**src/rtl/uart_link_if.sv**
```systemverilog
// Ready/valid word channels between uart_link and its host: TX words in, RX words out.
interface uart_link_if #(
  parameter int unsigned DATA_W = 8
);
  logic [DATA_W-1:0] tx_data;
  logic              tx_valid;
  logic              tx_ready;
  logic [DATA_W-1:0] rx_data;
  logic              rx_valid;
  logic              rx_ready;

  modport master (
    output tx_data, tx_valid, rx_ready,
    input  tx_ready, rx_data, rx_valid
  );

  modport slave (
    input  tx_data, tx_valid, rx_ready,
    output tx_ready, rx_data, rx_valid
  );
endinterface

```
**src/rtl/uart_link.sv**
```systemverilog
// Full-duplex UART with TX/RX FIFOs and mid-bit sampling receiver.
// Define UART_LINK_PARITY_EN to add an even-parity bit to every frame.
module uart_link #(
  parameter int unsigned CLK_HZ     = 100000000,
  parameter int unsigned BAUD       = 9600,
  parameter int unsigned DATA_W     = 8,
  parameter int unsigned FIFO_DEPTH = 16
) (
  input  logic       i_clk,
  input  logic       i_rst_n,
  uart_link_if.slave io_bus,
  output logic       o_tx,
  input  logic       i_rx,
  output logic       o_tx_busy,
  output logic       o_frame_err,
  output logic       o_rx_overrun,
  output logic       o_parity_err
);
  localparam int unsigned DIV  = CLK_HZ / BAUD;
  localparam int unsigned CntW = $clog2(DIV);
  localparam int unsigned AW   = $clog2(FIFO_DEPTH);
  localparam int unsigned BitW = $clog2(DATA_W);
  localparam logic [CntW-1:0] DivLast  = CntW'(DIV - 1);
  localparam logic [CntW-1:0] HalfLast = CntW'(DIV / 2 - 1);
  localparam logic [BitW-1:0] BitLast  = BitW'(DATA_W - 1);

  typedef enum logic [2:0] {StIdle, StStart, StData, StParity, StStop, StWait} state_e;

  // ---------------- TX FIFO ----------------
  logic [DATA_W-1:0] r_txf_mem [FIFO_DEPTH];
  logic [AW:0]       r_txf_wr, r_txf_rd;
  logic              w_txf_empty, w_txf_full, w_txf_push, w_txf_pop;
  logic [DATA_W-1:0] w_txf_head;

  assign w_txf_empty     = (r_txf_wr == r_txf_rd);
  assign w_txf_full      = (r_txf_wr[AW] != r_txf_rd[AW]) &&
                           (r_txf_wr[AW-1:0] == r_txf_rd[AW-1:0]);
  assign w_txf_push      = io_bus.tx_valid & ~w_txf_full;
  assign w_txf_head      = r_txf_mem[r_txf_rd[AW-1:0]];
  assign io_bus.tx_ready = ~w_txf_full;

  always_ff @(posedge i_clk or negedge i_rst_n) begin
    if (!i_rst_n) begin
      r_txf_wr <= '0;
      r_txf_rd <= '0;
    end else begin
      if (w_txf_push) r_txf_wr <= r_txf_wr + (AW+1)'(1);
      if (w_txf_pop)  r_txf_rd <= r_txf_rd + (AW+1)'(1);
    end
  end

  always_ff @(posedge i_clk) begin
    if (w_txf_push) r_txf_mem[r_txf_wr[AW-1:0]] <= io_bus.tx_data;
  end

  // ---------------- TX FSM ----------------
  state_e            r_tx_state, w_tx_state_d;
  logic [CntW-1:0]   r_tx_cnt, w_tx_cnt_d;
  logic [BitW-1:0]   r_tx_bit, w_tx_bit_d;
  logic [DATA_W-1:0] r_tx_shift, w_tx_shift_d;
  logic              w_tx_tick, w_tx_load;
`ifdef UART_LINK_PARITY_EN
  logic              r_tx_par, w_tx_par_d;
`endif

  assign w_tx_tick = (r_tx_cnt == DivLast);

  always_comb begin
    w_tx_state_d = r_tx_state;
    w_tx_cnt_d   = r_tx_cnt;
    w_tx_bit_d   = r_tx_bit;
    w_tx_shift_d = r_tx_shift;
    w_tx_load    = 1'b0;
    w_txf_pop    = 1'b0;
`ifdef UART_LINK_PARITY_EN
    w_tx_par_d   = r_tx_par;
`endif
    if (r_tx_state != StIdle) w_tx_cnt_d = w_tx_tick ? '0 : r_tx_cnt + CntW'(1);
    case (r_tx_state)
      StIdle:  w_tx_load = ~w_txf_empty;
      StStart: if (w_tx_tick) begin
        w_tx_state_d = StData;
        w_tx_bit_d   = '0;
      end
      StData: if (w_tx_tick) begin
        w_tx_shift_d = {1'b0, r_tx_shift[DATA_W-1:1]};
        w_tx_bit_d   = r_tx_bit + BitW'(1);
`ifdef UART_LINK_PARITY_EN
        if (r_tx_bit == BitLast) w_tx_state_d = StParity;
`else
        if (r_tx_bit == BitLast) w_tx_state_d = StStop;
`endif
      end
`ifdef UART_LINK_PARITY_EN
      StParity: if (w_tx_tick) w_tx_state_d = StStop;
`endif
      StStop: if (w_tx_tick) begin
        w_tx_state_d = StIdle;
        w_tx_load    = ~w_txf_empty;
      end
      default: w_tx_state_d = StIdle;
    endcase
    // Loading in StStop chains frames with no idle gap.
    if (w_tx_load) begin
      w_txf_pop    = 1'b1;
      w_tx_shift_d = w_txf_head;
      w_tx_cnt_d   = '0;
      w_tx_state_d = StStart;
`ifdef UART_LINK_PARITY_EN
      w_tx_par_d   = ^w_txf_head;
`endif
    end
  end

  always_ff @(posedge i_clk or negedge i_rst_n) begin
    if (!i_rst_n) begin
      r_tx_state <= StIdle;
      r_tx_cnt   <= '0;
      r_tx_bit   <= '0;
      r_tx_shift <= '0;
`ifdef UART_LINK_PARITY_EN
      r_tx_par   <= 1'b0;
`endif
    end else begin
      r_tx_state <= w_tx_state_d;
      r_tx_cnt   <= w_tx_cnt_d;
      r_tx_bit   <= w_tx_bit_d;
      r_tx_shift <= w_tx_shift_d;
`ifdef UART_LINK_PARITY_EN
      r_tx_par   <= w_tx_par_d;
`endif
    end
  end

  // Decoded from state so reset forces the line high without waiting for a clock.
  always_comb begin
    o_tx = 1'b1;
    case (r_tx_state)
      StStart:  o_tx = 1'b0;
      StData:   o_tx = r_tx_shift[0];
`ifdef UART_LINK_PARITY_EN
      StParity: o_tx = r_tx_par;
`endif
      default:  o_tx = 1'b1;
    endcase
  end

  assign o_tx_busy = (r_tx_state != StIdle) | ~w_txf_empty;

  // ---------------- RX FSM ----------------
  logic              r_rx_s1, r_rx_s2, r_rx_prev;
  state_e            r_rx_state, w_rx_state_d;
  logic [CntW-1:0]   r_rx_cnt, w_rx_cnt_d;
  logic [BitW-1:0]   r_rx_bit, w_rx_bit_d;
  logic [DATA_W-1:0] r_rx_shift, w_rx_shift_d;
  logic              r_rx_push, w_rx_push_d;
  logic              r_frame_err, w_frame_err_d;
  logic              w_rx_tick, w_par_ok;
`ifdef UART_LINK_PARITY_EN
  logic              r_rx_par, w_rx_par_d;
  logic              r_parity_err, w_parity_err_d;
  assign w_par_ok = (r_rx_par == ^r_rx_shift);
`else
  assign w_par_ok = 1'b1;
`endif

  assign w_rx_tick = (r_rx_cnt == DivLast);

  always_comb begin
    w_rx_state_d  = r_rx_state;
    w_rx_cnt_d    = r_rx_cnt;
    w_rx_bit_d    = r_rx_bit;
    w_rx_shift_d  = r_rx_shift;
    w_rx_push_d   = 1'b0;
    w_frame_err_d = 1'b0;
`ifdef UART_LINK_PARITY_EN
    w_rx_par_d     = r_rx_par;
    w_parity_err_d = 1'b0;
`endif
    if (r_rx_state != StIdle && r_rx_state != StWait) begin
      w_rx_cnt_d = w_rx_tick ? '0 : r_rx_cnt + CntW'(1);
    end
    case (r_rx_state)
      // r_rx_prev resets low, so a falling edge needs one real high cycle first.
      StIdle: if (r_rx_prev & ~r_rx_s2) begin
        w_rx_state_d = StStart;
        w_rx_cnt_d   = '0;
      end
      StStart: if (r_rx_cnt == HalfLast) begin
        w_rx_cnt_d   = '0;
        w_rx_bit_d   = '0;
        w_rx_state_d = r_rx_s2 ? StIdle : StData;
      end
      StData: if (w_rx_tick) begin
        w_rx_shift_d = {r_rx_s2, r_rx_shift[DATA_W-1:1]};
        w_rx_bit_d   = r_rx_bit + BitW'(1);
`ifdef UART_LINK_PARITY_EN
        if (r_rx_bit == BitLast) w_rx_state_d = StParity;
`else
        if (r_rx_bit == BitLast) w_rx_state_d = StStop;
`endif
      end
`ifdef UART_LINK_PARITY_EN
      StParity: if (w_rx_tick) begin
        w_rx_par_d   = r_rx_s2;
        w_rx_state_d = StStop;
      end
`endif
      StStop: if (w_rx_tick) begin
        if (r_rx_s2) begin
          w_rx_state_d = StIdle;
          w_rx_push_d  = w_par_ok;
`ifdef UART_LINK_PARITY_EN
          w_parity_err_d = ~w_par_ok;
`endif
        end else begin
          w_rx_state_d  = StWait;
          w_frame_err_d = 1'b1;
        end
      end
      StWait: if (r_rx_s2) w_rx_state_d = StIdle;
      default: w_rx_state_d = StIdle;
    endcase
  end

  always_ff @(posedge i_clk or negedge i_rst_n) begin
    if (!i_rst_n) begin
      r_rx_s1     <= 1'b1;
      r_rx_s2     <= 1'b1;
      r_rx_prev   <= 1'b0;
      r_rx_state  <= StIdle;
      r_rx_cnt    <= '0;
      r_rx_bit    <= '0;
      r_rx_shift  <= '0;
      r_rx_push   <= 1'b0;
      r_frame_err <= 1'b0;
`ifdef UART_LINK_PARITY_EN
      r_rx_par     <= 1'b0;
      r_parity_err <= 1'b0;
`endif
    end else begin
      r_rx_s1     <= i_rx;
      r_rx_s2     <= r_rx_s1;
      r_rx_prev   <= r_rx_s2;
      r_rx_state  <= w_rx_state_d;
      r_rx_cnt    <= w_rx_cnt_d;
      r_rx_bit    <= w_rx_bit_d;
      r_rx_shift  <= w_rx_shift_d;
      r_rx_push   <= w_rx_push_d;
      r_frame_err <= w_frame_err_d;
`ifdef UART_LINK_PARITY_EN
      r_rx_par     <= w_rx_par_d;
      r_parity_err <= w_parity_err_d;
`endif
    end
  end

  assign o_frame_err = r_frame_err;
`ifdef UART_LINK_PARITY_EN
  assign o_parity_err = r_parity_err;
`else
  assign o_parity_err = 1'b0;
`endif

  // ---------------- RX FIFO ----------------
  logic [DATA_W-1:0] r_rxf_mem [FIFO_DEPTH];
  logic [AW:0]       r_rxf_wr, r_rxf_rd;
  logic              w_rxf_empty, w_rxf_full, w_rxf_push, w_rxf_pop;

  assign w_rxf_empty     = (r_rxf_wr == r_rxf_rd);
  assign w_rxf_full      = (r_rxf_wr[AW] != r_rxf_rd[AW]) &&
                           (r_rxf_wr[AW-1:0] == r_rxf_rd[AW-1:0]);
  assign w_rxf_pop       = ~w_rxf_empty & io_bus.rx_ready;
  // A pop frees the slot being written, so a full FIFO still accepts a word then.
  assign w_rxf_push      = r_rx_push & (~w_rxf_full | w_rxf_pop);
  assign o_rx_overrun    = r_rx_push & w_rxf_full & ~w_rxf_pop;
  assign io_bus.rx_valid = ~w_rxf_empty;
  assign io_bus.rx_data  = r_rxf_mem[r_rxf_rd[AW-1:0]];

  always_ff @(posedge i_clk or negedge i_rst_n) begin
    if (!i_rst_n) begin
      r_rxf_wr <= '0;
      r_rxf_rd <= '0;
    end else begin
      if (w_rxf_push) r_rxf_wr <= r_rxf_wr + (AW+1)'(1);
      if (w_rxf_pop)  r_rxf_rd <= r_rxf_rd + (AW+1)'(1);
    end
  end

  always_ff @(posedge i_clk) begin
    if (w_rxf_push) r_rxf_mem[r_rxf_wr[AW-1:0]] <= r_rx_shift;
  end
endmodule

```
**src/flat_wrapper.sv**
```systemverilog
// flat-port wrapper written by rule: the top's interface ports become plain ports
module uart_link_flat 
#(
  parameter int unsigned CLK_HZ     = 100000000,
  parameter int unsigned BAUD       = 9600,
  parameter int unsigned DATA_W     = 8,
  parameter int unsigned FIFO_DEPTH = 16
)
  (i_clk, i_rst_n, o_tx, i_rx, o_tx_busy, o_frame_err, o_rx_overrun, o_parity_err, io_bus_tx_data, io_bus_tx_valid, io_bus_rx_ready, io_bus_tx_ready, io_bus_rx_data, io_bus_rx_valid);
  uart_link_if #(.DATA_W(DATA_W)) io_bus_i ();
  input  logic i_clk;
  input  logic i_rst_n;
  output logic o_tx;
  input  logic i_rx;
  output logic o_tx_busy;
  output logic o_frame_err;
  output logic o_rx_overrun;
  output logic o_parity_err;
  input wire logic [$bits(io_bus_i.tx_data)-1:0] io_bus_tx_data;
  input wire logic [$bits(io_bus_i.tx_valid)-1:0] io_bus_tx_valid;
  input wire logic [$bits(io_bus_i.rx_ready)-1:0] io_bus_rx_ready;
  output wire logic [$bits(io_bus_i.tx_ready)-1:0] io_bus_tx_ready;
  output wire logic [$bits(io_bus_i.rx_data)-1:0] io_bus_rx_data;
  output wire logic [$bits(io_bus_i.rx_valid)-1:0] io_bus_rx_valid;
  assign io_bus_i.tx_data = io_bus_tx_data;
  assign io_bus_i.tx_valid = io_bus_tx_valid;
  assign io_bus_i.rx_ready = io_bus_rx_ready;
  assign io_bus_tx_ready = io_bus_i.tx_ready;
  assign io_bus_rx_data = io_bus_i.rx_data;
  assign io_bus_rx_valid = io_bus_i.rx_valid;
  uart_link #(.CLK_HZ(CLK_HZ), .BAUD(BAUD), .DATA_W(DATA_W), .FIFO_DEPTH(FIFO_DEPTH)) u_core (.i_clk(i_clk), .i_rst_n(i_rst_n), .io_bus(io_bus_i), .o_tx(o_tx), .i_rx(i_rx), .o_tx_busy(o_tx_busy), .o_frame_err(o_frame_err), .o_rx_overrun(o_rx_overrun), .o_parity_err(o_parity_err));
endmodule
```
**config.mk**
```make
export PLATFORM = sky130hd
export DESIGN_NAME = uart_link_flat
export DESIGN_NICKNAME = d
export VERILOG_FILES = /design/src/rtl/uart_link_if.sv /design/src/rtl/uart_link.sv /design/src/flat_wrapper.sv
export SDC_FILE = /design/constraint.sdc
export NUM_CORES = 1
export LEC_CHECK = 0
export CAP_MARGIN = 15
export CORE_MARGIN = 2
export CORE_UTILIZATION = 62
export DETAILED_ROUTE_END_ITERATION = 10
export GPL_TIMING_DRIVEN = 0
export PLACE_DENSITY_LB_ADDON = 0.05
export SLEW_MARGIN = 20
export SYNTH_ARGS = -nofsm -noshare
export SYNTH_HDL_FRONTEND = slang
export SYNTH_SLANG_ARGS = --single-unit
```
**constraint.sdc**
```tcl
create_clock -name i_clk -period 2.8 [get_ports i_clk]
set_input_delay 0.56 -clock i_clk [delete_from_list [all_inputs] [get_ports i_clk]]
set_output_delay 0.56 -clock i_clk [all_outputs]
set_load 0.02 [all_outputs]
```
==> results of run 1 <==
==> metrics by stage <==
step	power [uW]	setup TNS (ns)	util (%)
2_1_floorplan	7410	0	-
3_3_place_gp	7880	-157.56	66.3
3_5_place_dp	7990	-16.37	66.5
4_1_cts	12900	-1.32	73.1
5_1_grt	13500	-1.57	73.6
6_report	12900	-1.17	73.6
==> flip-flops by register name (all words and copies together) (netlist names), 5 cells and up <==
name	cells
u_core.r_tx_cnt	14
u_core.r_tx_shift	8
u_core.r_rx_cnt	14
u_core.r_txf_wr	5
u_core.r_txf_rd	5
u_core.r_rxf_rd	5
u_core.r_txf_mem	128
u_core.r_rx_shift	8
u_core.r_rxf_wr	5
u_core.r_rxf_mem	128
==> logic make-up after synthesis <==
| logic type | Yosys count |
|---|---|
| DFF | 337 |
| and+or+nand+nor | 203 |
| muxes | 90 |
| AOI/OAI and AO/OA | 85 |
| buffers and inverters | 59 |
| xor gates and xnor gates | 46 |
| adders and majority gates | 16 |
| other | 1 |
==> power by group through the flow <==
stage          sequential (uW)  clock [uW]  combinational (uW)
3_5_place_dp              6060           0                1940
6_report                  6020        4570                2360
2_1_floorplan             5980           0                1430
4_1_cts                   6030        4650                2270
3_3_place_gp              6020           0                1850
5_1_grt                   6060        4830                2560
==> area by class of cell <==
cell class	count	area [um^2]
plain buffers	37	245
clock buffers	40	926
clock inverters	24	221
fillers	1331	5830
inverters	15	56.3
multi-input cells	441	4190
flip-flops and latches	337	9720
well taps	280	350
repair buffers	44	490
==> cells in the final DEF, fill, tap and decap left out, drive strengths merged, types with 5 or more instances in the layout <==
master / instances
a21oi: 15
a22oi: 16
and3: 21
buf: 44
clkbuf: 60
clkdlybuf4s50: 14
clkinv: 16
dfrtp: 79
edfxtp: 256
ha: 16
inv: 17
mux2: 11
mux2i: 7
mux4: 72
nand2: 44
nand2b: 8
nand3: 8
nand4: 10
nand4bb: 5
nor2: 56
nor2b: 9
nor3: 16
nor4: 6
o21ai: 24
o31ai: 5
xnor2: 30
xor2: 16
==> path summary, 6_finish.rpt <==
check | from | to | slack (ns)
setup / recovery | u_core.r_rxf_rd[0]$_DFFE_PN0P_ | io_bus_rx_data[4] | -0.17
hold / removal | i_rst_n | u_core.r_rxf_rd[4]$_DFFE_PN0P_ | 0.03
setup reg to reg | u_core.r_rxf_rd[0]$_DFFE_PN0P_ | u_core.r_rxf_mem[7][6]$_DFFE_PP_ | 0.04
hold reg to reg | u_core.r_rx_s1$_DFF_PN1_ | u_core.r_rx_s2$_DFF_PN1_ | 0.36
max in group asynchronous | i_rst_n | u_core.r_txf_wr[3]$_DFFE_PN0P_ | 2.14
min in group i_clk | u_core.r_rx_s1$_DFF_PN1_ | u_core.r_rx_s2$_DFF_PN1_ | 0.36
==> what timing repair did <==
action                     in CTS  in global routing
gates cloned                    2                  1
resized for setup             104                 22
pin swaps                       1                  3
setup buffers                   7                  8
setup endpoints to repair     140                225
==> layer usage <==
layer	global-route usage (%)	wire, um	vias up
met3	3.67	1350	67
met4	9.35	967	0
met5	0	0	-
li1	-	-	3407
met1	32.7	11400	3946
met2	43.3	14800	243
==> worst reg2reg max path: cells and delay by family, from the launching register on <==
| family | cells | cell delay (ns) |
|---|---|---|
| compound gates | 1 | 0.33 |
| simple gates | 2 | 0.60 |
| buf+inv | 4 | 0.81 |
| flops | 1 | 0.44 |
| xor+xnor | 1 | 0.24 |
==> flow_summary.yaml, run 1 <==
clock_tree:
  root_buffer: "clkbuf_16"
  cts_made_buffers: 35
  clk_latency_ns: 0.52
  htree_levels: 2
  cts.sinks: 337
  cts_tree: "built"
  path_clk_slew_ns: 0.06
  cts_hold_buffers: 0
  clockBufferDepth: 3
place:
  dpl_cell_area_um2: 14700
  placedCellCount: 1144
  io_buffers: 26
  place.gp.congestion: 0.872
  pre_cts_ws_ns: -0.668
  hpwl_um: 18100
detailed_routing:
  routed_wl_um: 28500
  vias_per_cell: 6.29
  wl_per_cell_um: 23.4
  dr.pass1.iters: 5
  drc: 0
  antenna_left: 0
  vias: 7663
  drtIter0Drc: 601
setup_path:
  rr_worst_depth: 8
  path_buf_inv: 3
  required_ns: 2.24
  cp-start-kind: "flip-flop"
  max_stage_delay_ns: 0.55
  crit_chain: "buf_12 -> buf_12 -> mux4_2 -> mux4_2 -> buf_6"
  crit_slowest_cell: "mux4_2"
  critPathMaxFanout: 6
  cp.arrival_ns: 2.41
  critPathCaptureType: "primary output"
  path_class: "reg -> out"
  cp_top_family: "multiplexers"
  cp_num_cells: 5
logic_synthesis:
  async_flop_share_pct: 24.0
  synth_compound_area_share_pct: 3.98
  ys_seq_elements: 337
  synth_fa_ha_area_share_pct: 1.43
  synth-xor-area-share_pct: 2.88
  ys_types: 59
  netlist.area_leader.share_pct: 54.9
  syn_avg_cell_area_um2: 16.7
  synth_area_leader_cell: "edfxtp_1"
  synth_common_cells: "edfxtp_1, dfrtp_1, mux4_2, nor2_1, nand2_1"
  yosysSeqAreaShare_pct: 69.4
  synth-edff-count: 256
  synth_mux_area_share_pct: 13.0
  synthMostInstantiatedCell: "edfxtp_1"
  synthCells: 837
  synth-simple-area-share_pct: 7.60
  synth_top_family_by_area: "multiplexers"
  syn_area_um2: 14000
  ys.flop_type: "edfxtp_1"
  synthTopCellsByArea: "edfxtp_1, dfrtp_1, mux4_2"
  yosys_warnings: 0
  syn-num-nets: 866
sta:
  final_max_slew_viol_count: 0
  fin_crit_sh_pct: 106
  final_hold_viol_count: 0
  worst_slack_ns: -0.167
  max_clock_freq_ghz: 0.337
  slew_headroom_pct: 49.6
  clock_skew_ns: 0.0197
  rsz0062_at_grt: "yes"
  setup_viol: 8
  tightest_slew_ns: 0.755
  fin_crit_ns: 2.97
  fin_hold_ws_ns: 0.0303
finish:
  area_growth_pct: 15.7
  layout.nets: 940
  diodes: 0
  drive_gt1_share_pct: 24.0
  instances_no_fill: 1218
  fin_area_um2: 16200
floorplan:
  fp.dieH_um: 154
  die_area_um2: 23800
  start_util_pct: 63.6
  fp.dieW_um: 154
  num_rows: 54
  core_area_um2: 22000
  ioPinCount: 28
grt:
  grt_pass1_vias: 7977
  globalRouteOverflowTotal: 0
  grt_max_degree: 43
  grt_pass1_wl_um: 45000
  grt_antenna_before_repair: 0
  grt.total_usage_pct: 25.0
run_status:
  violations: "negative setup slack"
  status: "complete, but fails checks"
pwr:
  comb_power_share_pct: 18.2
  power_density_nw_per_um2: 799
  p_switching_uw: 3420
  p_seq_share_pct: 46.5
  clock_power_share_pct: 35.3
  p_sw_share_pct: 26.4
  p_int_uw: 9530
  ir_worst_vdd_v: 0.000614
  leakagePower_uw: 0.00611
job:
  drv_cap: 0
min_path:
  hp-class: "in -> async"
Note: power is estimated with default switching activity, not from simulation.
==> inputs of run 2 (changes only) <==
--- a/config.mk
+++ b/config.mk
@@ -11,7 +11,6 @@
 export DETAILED_ROUTE_END_ITERATION = 10
 export GPL_TIMING_DRIVEN = 0
 export PLACE_DENSITY_LB_ADDON = 0.05
-export SLEW_MARGIN = 20
 export SYNTH_ARGS = -nofsm -noshare
 export SYNTH_HDL_FRONTEND = slang
 export SYNTH_SLANG_ARGS = --single-unit
==> run 2 against run 1 <==
Against the previous run:
- the run still ends with negative setup slack left
- wire length fell by 0.50%
- register-to-register slack improved by 0.16 ns
- non-clock buffer count decreased by 2
- critical path type unchanged
- critical path depth unchanged
- die area unchanged
- sequential share of layout area increased by 0.36 points
- sequential cell count stayed put
- hold slack got worse by 0.0095 ns
==> flow_summary.yaml, run 2 (synthesized netlist as in run 1, its figures left out) <==
clock_tree:
  cts.sinks: 337
  root_buffer: "clkbuf_16"
  htree_levels: 2
  path_clk_slew_ns: 0.06
  cts_made_buffers: 36
  cts_tree: "built"
  clk_latency_ns: 0.52
  cts_hold_buffers: 0
  clockBufferDepth: 3
place:
  hpwl_um: 18200
  place.gp.congestion: 0.872
  dpl_cell_area_um2: 14700
  io_buffers: 26
  pre_cts_ws_ns: -0.667
  placedCellCount: 1149
floorplan:
  die_area_um2: 23800
  fp.dieH_um: 154
  core_area_um2: 22000
  num_rows: 54
  ioPinCount: 28
  fp.dieW_um: 154
  start_util_pct: 63.6
setup_path:
  critPathMaxFanout: 6
  max_stage_delay_ns: 0.56
  crit_slowest_cell: "mux4_2"
  path_class: "reg -> out"
  required_ns: 2.24
  rr_worst_depth: 10
  worstReg2RegStart: "u_core.r_rxf_rd[0]$_DFFE_PN0P_"
  crit_chain: "buf_12 -> buf_12 -> mux4_2 -> mux4_2 -> buf_6"
  r2r-end: "u_core.r_rxf_mem[3][4]$_DFFE_PP_"
  cp-start-kind: "flip-flop"
  rrSetupSlack_ns: 0.20
  cp.arrival_ns: 2.42
  critPathCaptureType: "primary output"
finish:
  fin_area_um2: 16100
  utilization_pct: 73.1
  instances_no_fill: 1216
  layout_commonest_cell: "edfxtp_1"
  drive_gt1_share_pct: 23.0
  multiInputGateArea_um2: 4130
  final_cell_mix: "edfxtp_1, dfrtp_1, mux4_2, nor2_1, nand2_1"
  area_growth_pct: 15.0
  regArea_um2: 9720
  layout.nets: 939
  fillers: 1342
  diodes: 0
grt:
  grt_antenna_before_repair: 0
  gr-max-usage-layer: "met2"
  met1_usage_pct: 32.7
  met2_usage_pct: 43.0
  grt_max_degree: 43
  met3_usage_pct: 4.03
  grt_pass1_wl_um: 45000
  grt_pass1_vias: 7977
  grt.total_usage_pct: 24.9
  globalRouteOverflowTotal: 0
detailed_routing:
  wl_per_cell_um: 23.3
  antenna_left: 0
  routed_wl_um: 28300
  drtIter0Drc: 661
  drc: 0
  vias_per_cell: 6.33
  vias: 7694
  dr.pass1.iters: 5
job:
  drv_cap: 0
sta:
  worst_slack_ns: -0.182
  fin_crit_ns: 2.98
  max_clock_freq_ghz: 0.335
  tightest_slew_ns: 0.739
  final_hold_viol_count: 0
  slew_headroom_pct: 50.8
  setup_viol: 8
  rsz0062_at_grt: "yes"
  clock_skew_ns: 0.0133
  final_max_slew_viol_count: 0
  fin_crit_sh_pct: 107
run_status:
  status: "complete, but fails checks"
  violations: "negative setup slack"
pwr:
  power_density_nw_per_um2: 801
  leakagePower_uw: 0.00609
  ir_worst_vdd_v: 0.000640
min_path:
  hp-class: "in -> async"
==> run 2: worst max-delay path by stage <==
stage	slack, ns	endpoint	startpoint	depth (start not counted)
2_1_floorplan	0.16	io_bus_rx_data[0]	u_core.r_rxf_rd[0]$_DFFE_PN0P_	4
6_report	-0.18	io_bus_rx_data[3]	u_core.r_rxf_rd[0]$_DFFE_PN0P_	5
3_3_place_gp	-1.63	u_core.r_tx_bit[0]$_DFFE_PN0P_	i_rst_n	1
4_1_cts	-0.20	io_bus_rx_data[3]	u_core.r_rxf_rd[0]$_DFFE_PN0P_	6
3_5_place_dp	-0.67	io_bus_rx_data[5]	u_core.r_rxf_rd[0]$_DFFE_PN0P_	5
5_1_grt	-0.23	io_bus_rx_data[3]	u_core.r_rxf_rd[0]$_DFFE_PN0P_	5
==> run 2: layout make-up <==
| type | count | area share [%] |
|---|---|---|
| clock buffer | 44 | 6.30 |
| timing repair buffer | 41 | 2.70 |
| multi-input combinational | 441 | 25.7 |
| sequential | 337 | 60.4 |
| inverter | 15 | 0.350 |
| buffer | 38 | 1.48 |
| clock inverter | 20 | 0.956 |
| tap | 280 | 2.18 |
==> run 2: worst max-delay path, delay by kind of cell, from the launching register on <==
kind	cells	cell delay, ns
buffers and inverters	3	0.42
multiplexers	2	1.09
flip-flops	1	0.39
==> run 2: where the power goes <==
group	total (uW)	switching (uW)	internal (uW)	leakage [uW]
registers	6020	285	5740	0.00368
logic	2230	1170	1050	0.00183
clock network	4650	1890	2760	0.000580
total	12900	3350	9550	0.00609
==> run 2: timing repair <==
action,4_1_cts,5_1_grt
pin swaps,2,1
hold endpoints to repair,0,0
gates cloned,2,0
resized for setup,102,11
setup endpoints to repair,105,143
setup buffers,7,1
==> run 2: layer usage <==
layer | vias up | routed length [um] | part of all wire (%)
li1 | 3425 | - | -
met1 | 3934 | 11300 | 40
met2 | 274 | 14600 | 51
met3 | 61 | 1620 | 5.7
met4 | 0 | 859 | 3.0
met5 | - | 0 | 0
==> run 2: per-stage QoR <==
| stage | setup TNS [ns] | hold WS (ns) | power (uW) |
|---|---|---|---|
| global placement | -157.56 | 0.354 | 7880 |
| global route | -1.46 | 0.0723 | 13400 |
| finish | -1.15 | 0.0207 | 12900 |
| floorplan | 0 | 0.264 | 7410 |
| CTS | -1.24 | 0.0339 | 13000 |
| detailed placement | -13.75 | 0.353 | 7980 |
